$ cat src/rtl/adc_chan_seq_pkg.sv
// Shared types and constants for the ADC channel sequencer (adc_chan_seq).
// Optional watchdog in the top level is enabled with `define SEQ_TIMEOUT_EN.
package adc_chan_seq_pkg;

  localparam int NUM_CH = 8;
  localparam int CH_W   = 3;
  localparam int RES_W  = 16;

  // Word emitted in place of a real conversion when the watchdog fires.
  localparam logic [RES_W-1:0] TIMEOUT_RESULT = 16'h0000;

  typedef enum logic [1:0] {
    ST_IDLE,
    ST_SETTLE,
    ST_CONV,
    ST_EMIT
  } state_t;

  // Index of the lowest set bit; 0 when the mask is empty.
  function automatic logic [CH_W-1:0] lowest_set(input logic [NUM_CH-1:0] mask);
    logic [CH_W-1:0] idx;
    idx = '0;
    for (int i = NUM_CH - 1; i >= 0; i--) begin
      if (mask[i]) idx = CH_W'(i);
    end
    return idx;
  endfunction

endpackage

$ cat src/rtl/adc_chan_pick.sv
// Combinational finder for the next enabled channel above the current one,
// plus a flag telling whether the current channel is the last in the mask.
module adc_chan_pick
  import adc_chan_seq_pkg::*;
(
  input  logic [NUM_CH-1:0] i_mask,
  input  logic [CH_W-1:0]   i_cur,
  output logic [CH_W-1:0]   o_next,
  output logic              o_last
);

  logic [NUM_CH-1:0] w_above;

  assign w_above = i_mask & ({{(NUM_CH - 1){1'b1}}, 1'b0} << i_cur);
  assign o_next  = lowest_set(w_above);
  assign o_last  = (w_above == '0);

endmodule

$ cat src/rtl/adc_chan_seq.sv
// Multi-channel SAR ADC sequencer: settles the mux, starts each conversion and
// emits one FIFO word per enabled channel. Watchdog enabled by `define SEQ_TIMEOUT_EN.
module adc_chan_seq
  import adc_chan_seq_pkg::*;
#(
  parameter int SETTLE_CYC  = 4,
  parameter int TIMEOUT_CYC = 64
) (
  input  logic              SAMPLE_CLK,
  input  logic              RST_sync,
  input  logic              ENSAMP_sync,
  input  logic [NUM_CH-1:0] CHEN,
  input  logic              FRAME_TRIG,
  input  logic              ADC_DONE,
  input  logic [RES_W-1:0]  ADC_RESULT,
  output logic              ADC_START,
  output logic [CH_W-1:0]   ADC_CHSEL,
  output logic [RES_W-1:0]  RESULT,
  output logic              DONE,
  output logic [NUM_CH-1:0] ATMCHSEL,
  output logic              LASTWORD,
  output logic              BUSY,
  output logic              FRAME_MISS_TGL,
  output logic              TIMEOUT_TGL
);

  localparam logic [7:0] SETTLE_LAST = 8'(SETTLE_CYC - 1);

  state_t            r_state;
  state_t            w_state_next;
  logic [NUM_CH-1:0] r_mask;
  logic [CH_W-1:0]   r_chsel;
  logic [7:0]        r_settle_cnt;
  logic [RES_W-1:0]  r_capture;
  logic              r_miss_tgl;
  logic [CH_W-1:0]   w_pick_next;
  logic              w_pick_last;
  logic              w_settle_end;
  logic              w_conv_end;
  logic              w_timeout;

  adc_chan_pick u_pick (
    .i_mask (r_mask),
    .i_cur  (r_chsel),
    .o_next (w_pick_next),
    .o_last (w_pick_last)
  );

`ifdef SEQ_TIMEOUT_EN
  localparam logic [9:0] TIMEOUT_LAST = 10'(TIMEOUT_CYC - 1);

  logic [9:0] r_to_cnt;
  logic       r_to_tgl;

  // Counts CONV cycles; fires on the last allowed cycle unless ADC_DONE shows up.
  always_ff @(posedge SAMPLE_CLK) begin
    if (RST_sync) begin
      r_to_cnt <= '0;
      r_to_tgl <= 1'b0;
    end else if (r_state != ST_CONV) begin
      r_to_cnt <= '0;
    end else begin
      r_to_cnt <= r_to_cnt + 10'd1;
      if (w_timeout && ENSAMP_sync) r_to_tgl <= ~r_to_tgl;
    end
  end

  assign w_timeout   = (r_state == ST_CONV) && !ADC_DONE && (r_to_cnt == TIMEOUT_LAST);
  assign TIMEOUT_TGL = r_to_tgl;
`else
  assign w_timeout   = 1'b0;
  assign TIMEOUT_TGL = 1'b0;
`endif

  always_ff @(posedge SAMPLE_CLK) begin
    if (RST_sync) r_state <= ST_IDLE;
    else          r_state <= w_state_next;
  end

  always_comb begin
    w_state_next = r_state;
    w_settle_end = (r_state == ST_SETTLE) && (r_settle_cnt == SETTLE_LAST);
    w_conv_end   = (r_state == ST_CONV) && (ADC_DONE || w_timeout);
    unique case (r_state)
      ST_IDLE:   if (FRAME_TRIG && (CHEN != '0)) w_state_next = ST_SETTLE;
      ST_SETTLE: if (w_settle_end) w_state_next = ST_CONV;
      ST_CONV:   if (w_conv_end) w_state_next = ST_EMIT;
      ST_EMIT:   w_state_next = w_pick_last ? ST_IDLE : ST_SETTLE;
      default:   w_state_next = ST_IDLE;
    endcase
    // Disable overrides everything, including a trigger in the same cycle.
    if (!ENSAMP_sync) w_state_next = ST_IDLE;
  end

  always_ff @(posedge SAMPLE_CLK) begin
    if (RST_sync) begin
      r_mask       <= '0;
      r_chsel      <= '0;
      r_settle_cnt <= '0;
      r_capture    <= '0;
      r_miss_tgl   <= 1'b0;
    end else begin
      if (FRAME_TRIG && (r_state != ST_IDLE)) r_miss_tgl <= ~r_miss_tgl;
      unique case (r_state)
        ST_IDLE: begin
          if (w_state_next == ST_SETTLE) begin
            r_mask       <= CHEN;
            r_chsel      <= lowest_set(CHEN);
            r_settle_cnt <= '0;
          end
        end
        ST_SETTLE: r_settle_cnt <= r_settle_cnt + 8'd1;
        ST_CONV: begin
          if (w_state_next == ST_EMIT) r_capture <= ADC_DONE ? ADC_RESULT : TIMEOUT_RESULT;
        end
        ST_EMIT: begin
          if (w_state_next == ST_SETTLE) begin
            r_chsel      <= w_pick_next;
            r_settle_cnt <= '0;
          end
        end
        default: ;
      endcase
    end
  end

  assign BUSY           = (r_state != ST_IDLE);
  assign DONE           = (r_state == ST_EMIT);
  assign ADC_START      = w_settle_end;
  assign ADC_CHSEL      = r_chsel;
  assign RESULT         = DONE ? r_capture : '0;
  assign ATMCHSEL       = DONE ? ({{(NUM_CH - 1){1'b0}}, 1'b1} << r_chsel) : '0;
  assign LASTWORD       = DONE && w_pick_last;
  assign FRAME_MISS_TGL = r_miss_tgl;

endmodule

$ cat config.mk
export PLATFORM = sky130hd
export DESIGN_NAME = adc_chan_seq
export DESIGN_NICKNAME = d
export VERILOG_FILES = /design/src/rtl/adc_chan_seq_pkg.sv /design/src/rtl/adc_chan_pick.sv /design/src/rtl/adc_chan_seq.sv
export SDC_FILE = /design/constraint.sdc
export NUM_CORES = 1
export LEC_CHECK = 0
export CAP_MARGIN = 20
export CORE_MARGIN = 2
export CORE_UTILIZATION = 43
export CTS_CLUSTER_SIZE = 24
export DETAILED_ROUTE_END_ITERATION = 16
export PLACE_DENSITY = 0.88
export RECOVER_POWER = 50
export SYNTH_ARGS = -nofsm -noshare
export SYNTH_HDL_FRONTEND = slang
export SYNTH_SLANG_ARGS = --single-unit
export TNS_END_PERCENT = 1
$ cat constraint.sdc
create_clock -name SAMPLE_CLK -period 2.1 [get_ports SAMPLE_CLK]
set_input_delay 0.42 -clock SAMPLE_CLK [delete_from_list [all_inputs] [get_ports SAMPLE_CLK]]
set_output_delay 0.42 -clock SAMPLE_CLK [all_outputs]
set_load 0.02 [all_outputs]
==> metrics.cfg <==
[outcome]
status = complete, but fails checks
violations = negative setup slack

[logic_synthesis]
synthMuxAreaShare = 0.0405
yosysUniqueCellTypes = 53
yosysSeqAreaShare = 0.333
syn_inst = 276
synthAdderAreaFrac = 0.0281
synth_top_family_by_area = simple AND/OR/NAND/NOR gates
avgSynthCellArea_sq_um = 8.06
synth-xor-area-share = 0.00788
ys_seq_elements = 37
synth_nets = 310
syn_area_sq_um = 2220
synth_compound_area_frac = 0.217
yosysWarnings = 0
async_reset_ff_frac = 0
yosys.area_share.simple = 0.316
synth_edf_count = 0
ys.flop_type = dfxtp_1

[timing]
clock_skew_ns = 0.0132
finalSetupViolCount = 50
fmax_ghz = 0.416
post-route-period-util = 1.14
slew_violations = 0
worst_pin_slew_ns = 0.625
fin_ws_ns = -0.304
min_period_ns = 2.40
whs_ns = 0.471
rsz0062_at_grt = true
relSlewSlack = 0.578
hold_viol = 0

[floorplanning]
dieArea_sq_um = 5760
dieHeight_microns = 75.9
initial_core_util = 0.441
coreArea_sq_um = 5040
dieWidth_microns = 75.9
rows = 26
io_pins = 62

[clocking]
postCtsHoldBufs = 0
cts_tree = yes
cts_buffers = 5
clk_path_buf_depth = 2
htreeDepth = 2
path_clk_slew_ns = 0.09
cts-root-buf = clkbuf_8
clk_latency_ns = 0.30
cts.sinks = 37

[final_layout]
drive_above_1_share = 0.262
layout.cells.most_common = buf_4
finalNetCount = 414
insertedDiodeCount = 0
syn_to_final_growth_pct = 59.0
n_fill_cell = 341
fin_area_sq_um = 3540
most-common-layout-cells = 45 x buf_4, 32 x dfxtp_1, 28 x nor2_1

[job]
maxCapViolCount = 0

[setup_path]
cp_max_fo = 7
critPathMaxStageDelay_ns = 0.56
arrival_ns = 2.59
cp-startpoint = r_mask[7]$_SDFFE_PP0P_
timing.rr.start = r_mask[7]$_SDFFE_PP0P_
slowest_stage = or4_4
critical_path_class = reg -> reg
startpoint_type = flip-flop
ff2ff_setup_slack_ns = -0.30
cp_cell_sequence = nor2b_1 -> or4_4 -> buf_6 -> o31a_1 -> buf_4 -> o2111ai_4 -> buf_12 -> mux2i_2 -> nor2_1
required_ns = 2.28
reg2regPathDepth = 9
r2r-end = r_mask[5]$_SDFFE_PP0P_
end_kind = flip-flop

[global_routing]
overflow = 0
grt_pass1_vias = 2682
grt_max_degree = 39
track_usage = 0.279
antenna_found_initial = 0
grt_first_pass_wirelength_microns = 13100

[drt]
drc = 0
firstDrtPassIters = 5
avgRoutedWirePerCell_microns = 17.9
avgViaCountPerCell = 5.86
ant_nets = 0
num_vias = 2644
wirelength_microns = 8090
first_iter_violations = 320

[placed_design]
io_buffer_count = 60
place_area_sq_um = 3230
post-dp-hpwl_microns = 4800
place_congestion = 0.868

[hold_path]
min_path_cells = 2
min_to = r_capture[15]$_SDFFE_PP0P_
hp-class = reg -> reg
hp-start = r_capture[15]$_SDFFE_PP0P_

[pwr]
p_per_area_nw_per_um2 = 544
vdd_drop_max_uv = 468
p_leak_uw = 0.00150

stage by stage:
step	power (uW)	utilization	cells	worst slack [ns]	setup TNS (ns)
final	1920	0.701	451	-0.304	-7.06
after global routing	1980	0.701	451	-0.380	-11.21
after CTS	1880	0.691	451	-0.253	-4.34
after detailed placement	1220	0.641	437	-0.619	-18.20
after global placement	1210	0.641	437	-0.572	-16.21
after floorplan	996	-	276	-0.0438	-0.519
state kept, by name, summed over array words and instances (netlist names):
signal          cells
r_state             2
r_settle_cnt        8
FRAME_MISS_TGL      1
ADC_CHSEL           3
r_capture          16
r_mask              7
where the power goes:
part,internal (uW),switching (uW),leakage (uW)
Clock,356,297,0.0000543
Combinational,259,265,0.00115
Sequential,725,20.8,0.000301
cell usage after synthesis, types with 3 or more instances:
master / n / share of area
nor3_1: 5 / 0.011
nand2_1: 13 / 0.022
nand3_1: 22 / 0.050
buf_4: 3 / 0.010
nand2b_1: 22 / 0.062
a211oi_1: 4 / 0.014
and2_1: 17 / 0.048
inv_1: 11 / 0.019
a221o_1: 3 / 0.014
o21ai_0: 6 / 0.014
dfxtp_1: 37 / 0.33
ha_1: 5 / 0.028
nor2_1: 28 / 0.047
mux2i_1: 9 / 0.041
clkbuf_1: 13 / 0.022
a21oi_1: 29 / 0.065
worst max-delay path, delay by kind of cell, from the launching register on:
family	cells	cell delay [ns]
flip-flops	1	0.33
buffers and inverters	3	0.47
AND/OR/NAND/NOR	3	0.78
AO/OA/AOI/OAI	2	0.50
multiplexers	1	0.21
final cells by class:
cell class	count	area, sq um	area share
Clock buffer	5	68.8	0.0195
Tap cell	70	87.6	0.0248
Multi-Input combinational cell	210	1470	0.416
Clock inverter	3	46.3	0.0131
Inverter	11	41.3	0.0117
Sequential cell	37	747	0.211
Timing Repair Buffer	115	1070	0.304
routing by layer:
layer,share of wire,track usage,routed length (microns),vias up
met1,0.40,0.335,3200,1260
met2,0.49,0.472,3930,161
met5,0,0,0,-
met4,0.035,0.122,281,0
li1,-,-,-,1182
met3,0.085,0.0702,684,41
cell families after synthesis:
group | count (synthesis)
AOI/OAI and AO/OA | 65
xor gates and xnor gates | 2
buffers and inverters | 29
muxes | 9
adders and majority gates | 5
and+or+nand+nor | 128
other | 1
DFF | 37
how the worst max path moves through the flow:
stage / endpoint / slack, ns
2_1_floorplan: r_capture[3]$_SDFFE_PP0P_ / -0.04
6_report: r_mask[5]$_SDFFE_PP0P_ / -0.30
3_5_place_dp: r_capture[6]$_SDFFE_PP0P_ / -0.62
5_1_grt: r_mask[5]$_SDFFE_PP0P_ / -0.38
4_1_cts: r_mask[7]$_SDFFE_PP0P_ / -0.25
3_3_place_gp: ADC_CHSEL[2]$_SDFFE_PP0P_ / -0.57
what timing repair did:
| item | CTS | global route |
|---|---|---|
| gates cloned | 2 | 0 |
| setup buffers | 4 | 0 |
| resized for setup | 59 | 31 |
| endpoints found under the setup margin | 62 | 51 |
| pin swaps | 24 | 5 |
No activity file was read; power rests on OpenSTA's default activity.
